### src/rtl/exe_mem_wb_stage.sv
// rtl/exe_mem_wb_stage.sv - EXE, MEM and WB back half of a five-stage MIPS pipeline
//
// Purpose: runs the EXE-stage ALU on ID/EXE operands, registers the result into
// EXE/MEM, performs the data-memory access, registers that into MEM/WB and
// presents the write-back value and destination to the register file.
//
// Optional feature macro: DMEM_PRELOAD_EN
//   defined   - reset loads words 0..4 with fixed patterns, all others zero
//   undefined - reset clears every memory word
//
// Ports:
//   clk, rst_n                      clock, asynchronous active-low reset
//   ewreg, em2reg, ewmem            EXE-stage control (reg write, load select, mem write)
//   ealuc[3:0], ealuimm             ALU op code, B-operand select (1 = eimm32)
//   edestReg[4:0]                   EXE destination register
//   eqa, eqb, eimm32 [31:0]         operand A, operand B / store data, immediate
//   mwreg, mm2reg, mwmem            EXE/MEM control
//   mdestReg[4:0], mr, mqb          EXE/MEM destination, ALU result, store data
//   wwreg, wm2reg                   MEM/WB control
//   wdestReg[4:0], wr, wdo          MEM/WB destination, ALU result, load data
//   wbData[31:0]                    write-back value (wm2reg ? wdo : wr)

module exe_mem_wb_stage #(
    parameter int DMEM_WORDS = 64
) (
    input  logic        clk,
    input  logic        rst_n,
    input  logic        ewreg,
    input  logic        em2reg,
    input  logic        ewmem,
    input  logic [3:0]  ealuc,
    input  logic        ealuimm,
    input  logic [4:0]  edestReg,
    input  logic [31:0] eqa,
    input  logic [31:0] eqb,
    input  logic [31:0] eimm32,
    output logic        mwreg,
    output logic        mm2reg,
    output logic        mwmem,
    output logic [4:0]  mdestReg,
    output logic [31:0] mr,
    output logic [31:0] mqb,
    output logic        wwreg,
    output logic        wm2reg,
    output logic [4:0]  wdestReg,
    output logic [31:0] wr,
    output logic [31:0] wdo,
    output logic [31:0] wbData
);

    localparam int AW = $clog2(DMEM_WORDS);

    localparam logic [3:0] ALU_AND = 4'b0000;
    localparam logic [3:0] ALU_OR  = 4'b0001;
    localparam logic [3:0] ALU_ADD = 4'b0010;
    localparam logic [3:0] ALU_SUB = 4'b0110;
    localparam logic [3:0] ALU_SLT = 4'b0111;
    localparam logic [3:0] ALU_NOR = 4'b1100;

    // Contents a memory word takes on reset.
    function automatic logic [31:0] init_word(input int idx);
        logic [31:0] w;
        w = 32'h0;
`ifdef DMEM_PRELOAD_EN
        case (idx)
            0:       w = 32'hA00000AA;
            1:       w = 32'h10000011;
            2:       w = 32'h20000022;
            3:       w = 32'h30000033;
            4:       w = 32'h40000044;
            default: w = 32'h0;
        endcase
`else
        if (idx < 0) w = 32'h0;
`endif
        return w;
    endfunction

    // ---------------- EXE: ALU ----------------
    logic [31:0] alu_b;
    logic [31:0] alu_r;

    always_comb begin
        alu_b = ealuimm ? eimm32 : eqb;
        alu_r = 32'h0;
        case (ealuc)
            ALU_AND: alu_r = eqa & alu_b;
            ALU_OR:  alu_r = eqa | alu_b;
            ALU_ADD: alu_r = eqa + alu_b;
            ALU_SUB: alu_r = eqa - alu_b;
            ALU_SLT: alu_r = {31'h0, $signed(eqa) < $signed(alu_b)};
            ALU_NOR: alu_r = ~(eqa | alu_b);
            default: alu_r = 32'h0;
        endcase
    end

    // ---------------- EXE/MEM register ----------------
    always_ff @(posedge clk or negedge rst_n) begin
        if (!rst_n) begin
            mwreg    <= 1'b0;
            mm2reg   <= 1'b0;
            mwmem    <= 1'b0;
            mdestReg <= 5'h0;
            mr       <= 32'h0;
            mqb      <= 32'h0;
        end else begin
            mwreg    <= ewreg;
            mm2reg   <= em2reg;
            mwmem    <= ewmem;
            mdestReg <= edestReg;
            mr       <= alu_r;
            mqb      <= eqb;
        end
    end

    // ---------------- MEM: data memory ----------------
    // Byte-offset bits and bits above the array size are dropped, so any
    // address is legal and wraps modulo the memory size.
    logic [31:0]   mem [DMEM_WORDS];
    logic [AW-1:0] mem_idx;
    logic [31:0]   dout;

    assign mem_idx = mr[AW+1:2];
    assign dout    = mem[mem_idx];

    // Reset restores the power-on image, so stored data does not survive reset.
    always_ff @(posedge clk or negedge rst_n) begin
        if (!rst_n) begin
            for (int i = 0; i < DMEM_WORDS; i++) begin
                mem[i] <= init_word(i);
            end
        end else if (mwmem) begin
            mem[mem_idx] <= mqb;
        end
    end

    // ---------------- MEM/WB register ----------------
    // wdo samples the combinational read, i.e. the word as it was before any
    // write committing on the same edge.
    always_ff @(posedge clk or negedge rst_n) begin
        if (!rst_n) begin
            wwreg    <= 1'b0;
            wm2reg   <= 1'b0;
            wdestReg <= 5'h0;
            wr       <= 32'h0;
            wdo      <= 32'h0;
        end else begin
            wwreg    <= mwreg;
            wm2reg   <= mm2reg;
            wdestReg <= mdestReg;
            wr       <= mr;
            wdo      <= dout;
        end
    end

    // ---------------- WB ----------------
    assign wbData = wm2reg ? wdo : wr;

endmodule
### config.mk
export PLATFORM = sky130hd
export DESIGN_NAME = exe_mem_wb_stage
export DESIGN_NICKNAME = d
export VERILOG_FILES = /design/src/rtl/exe_mem_wb_stage.sv
export SDC_FILE = /design/constraint.sdc
export NUM_CORES = 2
export LEC_CHECK = 0
export ABC_CLOCK_PERIOD_IN_PS = 3700
export CELL_PAD_IN_SITES_DETAIL_PLACEMENT = 1
export CELL_PAD_IN_SITES_GLOBAL_PLACEMENT = 2
export CORE_ASPECT_RATIO = 0.6
export CORE_MARGIN = 5
export CORE_UTILIZATION = 48
export CTS_CLUSTER_DIAMETER = 200
export DETAILED_ROUTE_END_ITERATION = 10
export PLACE_DENSITY = 0.92
export SYNTH_ARGS = -nofsm -noshare
export SYNTH_HDL_FRONTEND = slang
export SYNTH_SLANG_ARGS = --single-unit
### constraint.sdc
create_clock -name clk -period 3.7 [get_ports clk]
set_clock_uncertainty 0.2 [all_clocks]
set_input_delay 1.11 -clock clk [delete_from_list [all_inputs] [get_ports clk]]
set_output_delay 1.11 -clock clk [all_outputs]
set_load 0.05 [all_outputs]
==> run_results.csv <==
group,metric,value,unit
critical_path,cp_max_fo,3,
cts,numCtsBuffers,205,
cts,clk_pin_slew,0.07,ns
logic_synthesis,yosysUniqueCellTypes,88,
cts,clk_path_buf_depth,4,
routing,drc,0,
critical_path,rr_worst_depth,7,
floorplanning,die_x,590.5,um
logic_synthesis,synth-main-ff-cell,"dfrtp_1",
hold_path,min_path_type,"flop to flop",
critical_path,rrSetupSlack,-0.01,ns
timing,setup_viol_count_final,4,
cells_and_area,final_util,0.5730,
logic_synthesis,yosys.area_share.simple,0.02326,
logic_synthesis,synth_area_leaders,"dfrtp_1 (56%), mux2_2 (23%), a22oi_1 (5.2%), clkbuf_1 (1.9%), a221oi_1 (1.9%)",
placed_design,dp_hpwl,231500,um
hold_path,hold_end,"wdestReg[2]",
logic_synthesis,synth_compound_area_frac,0.1181,
timing,drv_slew,0,
cts,cts_htree_levels,4,
timing,worst_pin_slew,1.253,ns
timing,fin_ws,-0.02459,ns
power_and_ir_drop,vdd_ir_drop_max,0.4991,mV
logic_synthesis,synthXorXnorAreaFrac,0.002708,
timing,finalSetupTns,-0.06194,ns
cells_and_area,syn_to_final_growth,18.30,%
logic_synthesis,yosysTopAreaCell,"dfrtp_1",
floorplanning,fp.coreArea,0.2004,sq mm
logic_synthesis,synthArstFlopShare,1.000,
floorplanning,initial_core_util,0.4843,
global_routing,grtUsageTotal,0.3384,
cells_and_area,layout.cells.non_filler,10580,
routing,drt_iter0_markers,7698,
logic_synthesis,synth_top_family_by_area,"multiplexers",
routing,wl_per_cell,34.45,um
outcome,violations,"negative setup slack",
logic_synthesis,yosysWarnings,0,
global_routing,overflow,0,
logic_synthesis,synth.cell_area,0.09704,sq mm
cts,cts-root-buf,"clkbuf_16",
logic_synthesis,muxShareOfSynthArea,0.2452,
logic_synthesis,synth-seq-area-share,0.5650,
global_routing,antenna_found_initial,7,
cells_and_area,nFillCells,19030,
logic_synthesis,synth_edf_count,0,
critical_path,cp-end-kind,"flop",
placed_design,port_buffers,285,
placed_design,dp_cells,10200,
global_routing,grt_pass1_wl,539000,um
power_and_ir_drop,p_per_area,535.1,mW/mm^2
timing,rsz0062_at_grt,"true",
timing,slew_headroom,0.1572,
routing,via_count,71120,
critical_path,cp_data_arrival_time,4.28,ns
logic_synthesis,postSynthAreaPerCell,13.41,sq um
power_and_ir_drop,finalPower,61.44,mW
logic_synthesis,syn_inst,7238,
critical_path,required,4.25,ns
power_and_ir_drop,p_leak,54.46,nW
floorplanning,die_h,358.3,um
outcome,status,"finished, violations left",
logic_synthesis,synth_nets,7451,
cells_and_area,final_layout_size_suffix_gt1_frac,0.4051,
timing,fin_crit_sh,1.007,
critical_path,r2r_start,"mr[4]",
routing,ant_nets,0,
routing,vias_per_cell,6.722,
logic_synthesis,synth_seq_cells,2191,
floorplanning,io_pins,286,
cts,cts_tree,"built",
placed_design,gp_congestion,0.9268,
floorplanning,fp-row-count,127,
logic_synthesis,synth_top_cell_area_share,0.5650,
routing,dr.pass1.iters,6,
critical_path,critPathLaunchType,"input pin",
logic_synthesis,synth_adder_area_share,0.01331,
hold_path,hold_depth,0,
job,drv_cap,0,
logic_synthesis,yosysMostFrequentCell,"dfrtp_1",
cts,cts_num_sinks,2191,
timing,hold_viol,0,
floorplanning,dieArea,0.2116,sq mm
hold_path,min_from,"mdestReg[2]",
timing,timing.fmax,268.5,MHz
routing,drt_wl_total,364500,um
timing,period_needed,3.725,ns
cells_and_area,nNetsFinal,7924,
critical_path,regToRegEndpoint,"wdo[14]",
critical_path,criticalPathCategory,"input pin to flop",
global_routing,grt_max_degree,179,
global_routing,grt_pass1_vias,78170,
logic_synthesis,synthTopCellsByCount,"dfrtp_1 (2191), mux2_2 (1945), a22oi_1 (670)",
cts,clkLatencyLatePin,0.90,ns
[worst max-delay path by stage]
stage	startpoint	end	slack, ns	cells after the start
after global placement	eqb[0]	mr[26]	-1.15	16
final	eqb[3]	mr[31]	-0.02	15
after floorplan	ealuimm	mr[26]	-0.27	16
after CTS	wm2reg	wbData[16]	0.003	3
after global routing	eqb[2]	mr[30]	-0.07	14
after detailed placement	eqb[0]	mr[26]	-1.24	16
[sequential cells by signal, summed over array words and instances, names as in the netlist]
name,cells
mwreg,1
wwreg,1
mwmem,1
wdestReg,5
mm2reg,1
mqb,32
wr,32
mdestReg,5
wm2reg,1
mr,32
mem,2048
wdo,32
[repair_timing]
item / CTS / global route
hold buffers: 1 / 0
pin swaps: 9 / 27
hold endpoints to repair: 16 / 0
gates cloned: 0 / 0
resized for setup: 70 / 61
setup buffers: 3 / 7
endpoints found under the setup margin: 63 / 19
[cells by family after synthesis]
kind of cell             after synthesis
AO/OA/AOI/OAI                       1536
XOR/XNOR                              30
adder cells (fa/ha/maj)              102
buffers and inverters                824
flip-flops                          2191
multiplexers                        2117
AND/OR/NAND/NOR                      438
[placed cells by master (no fill, tap or decap), types with 40 or more instances in the layout]
master              n
a21oi_1           154
a221oi_1          209
a22o_1            179
a22oi_1           670
a31oi_1           156
buf_12            116
buf_4             597
clkbuf_1           47
clkbuf_16         208
clkbuf_8           49
clkdlybuf4s50_1   236
dfrtp_1          2157
ha_1               84
inv_1              85
mux2_1            136
mux2_2           1945
nand2_1            40
nand3_1            46
nand4_1           102
nor2_1             84
[metrics by stage]
step | hold slack, ns | cell area [sq um] | setup WS, ns
2_1_floorplan | 0.2590 | 97230 | -0.2667
3_3_place_gp | 0.1560 | 107800 | -1.150
3_5_place_dp | 0.1630 | 107800 | -1.237
4_1_cts | 0.1775 | 114500 | 0.003203
5_1_grt | 0.1826 | 114800 | -0.06929
6_report | 0.1745 | 114800 | -0.02459
[where the power goes]
part | switching, mW | total [mW] | internal, mW
sequential | 1.93 | 28.8 | 26.8
clock | 9.77 | 21.5 | 11.7
combinational | 6.54 | 11.2 | 4.63
[layer usage]
layer  share of wire  global-route usage  wire, um
met5         0.00033                   0       122
met1            0.41              0.4652    148100
met2            0.45              0.5173    164700
met3           0.095             0.07996     34640
met4           0.047              0.1430     16950
[critical path: stages]
cell and delay (ns):
clkdlybuf4s50_1 0.48, mux2i_1 0.07, buf_4 0.17, ha_1 0.31, buf_4 0.16, or4_4 0.55
a21oi_4 0.24, o31ai_4 0.11, buf_12 0.15, o211ai_1 0.23, buf_4 0.19, a31o_2 0.19
a221oi_2 0.07, xnor2_1 0.18, o21ai_1 0.08
[layout make-up]
class | instances | area (sq um) | share of cell area
Antenna cell | 6 | 15.01 | 0.0001308
Inverter | 88 | 332.8 | 0.002899
Timing Repair Buffer | 1002 | 9671 | 0.08423
Clock inverter | 57 | 505.5 | 0.004403
Tap cell | 2709 | 3390 | 0.02952
Sequential cell | 2191 | 54870 | 0.4779
Clock buffer | 304 | 6056 | 0.05275
Multi-Input combinational cell | 4223 | 39970 | 0.3481
Note: power is estimated with default switching activity, not from simulation.
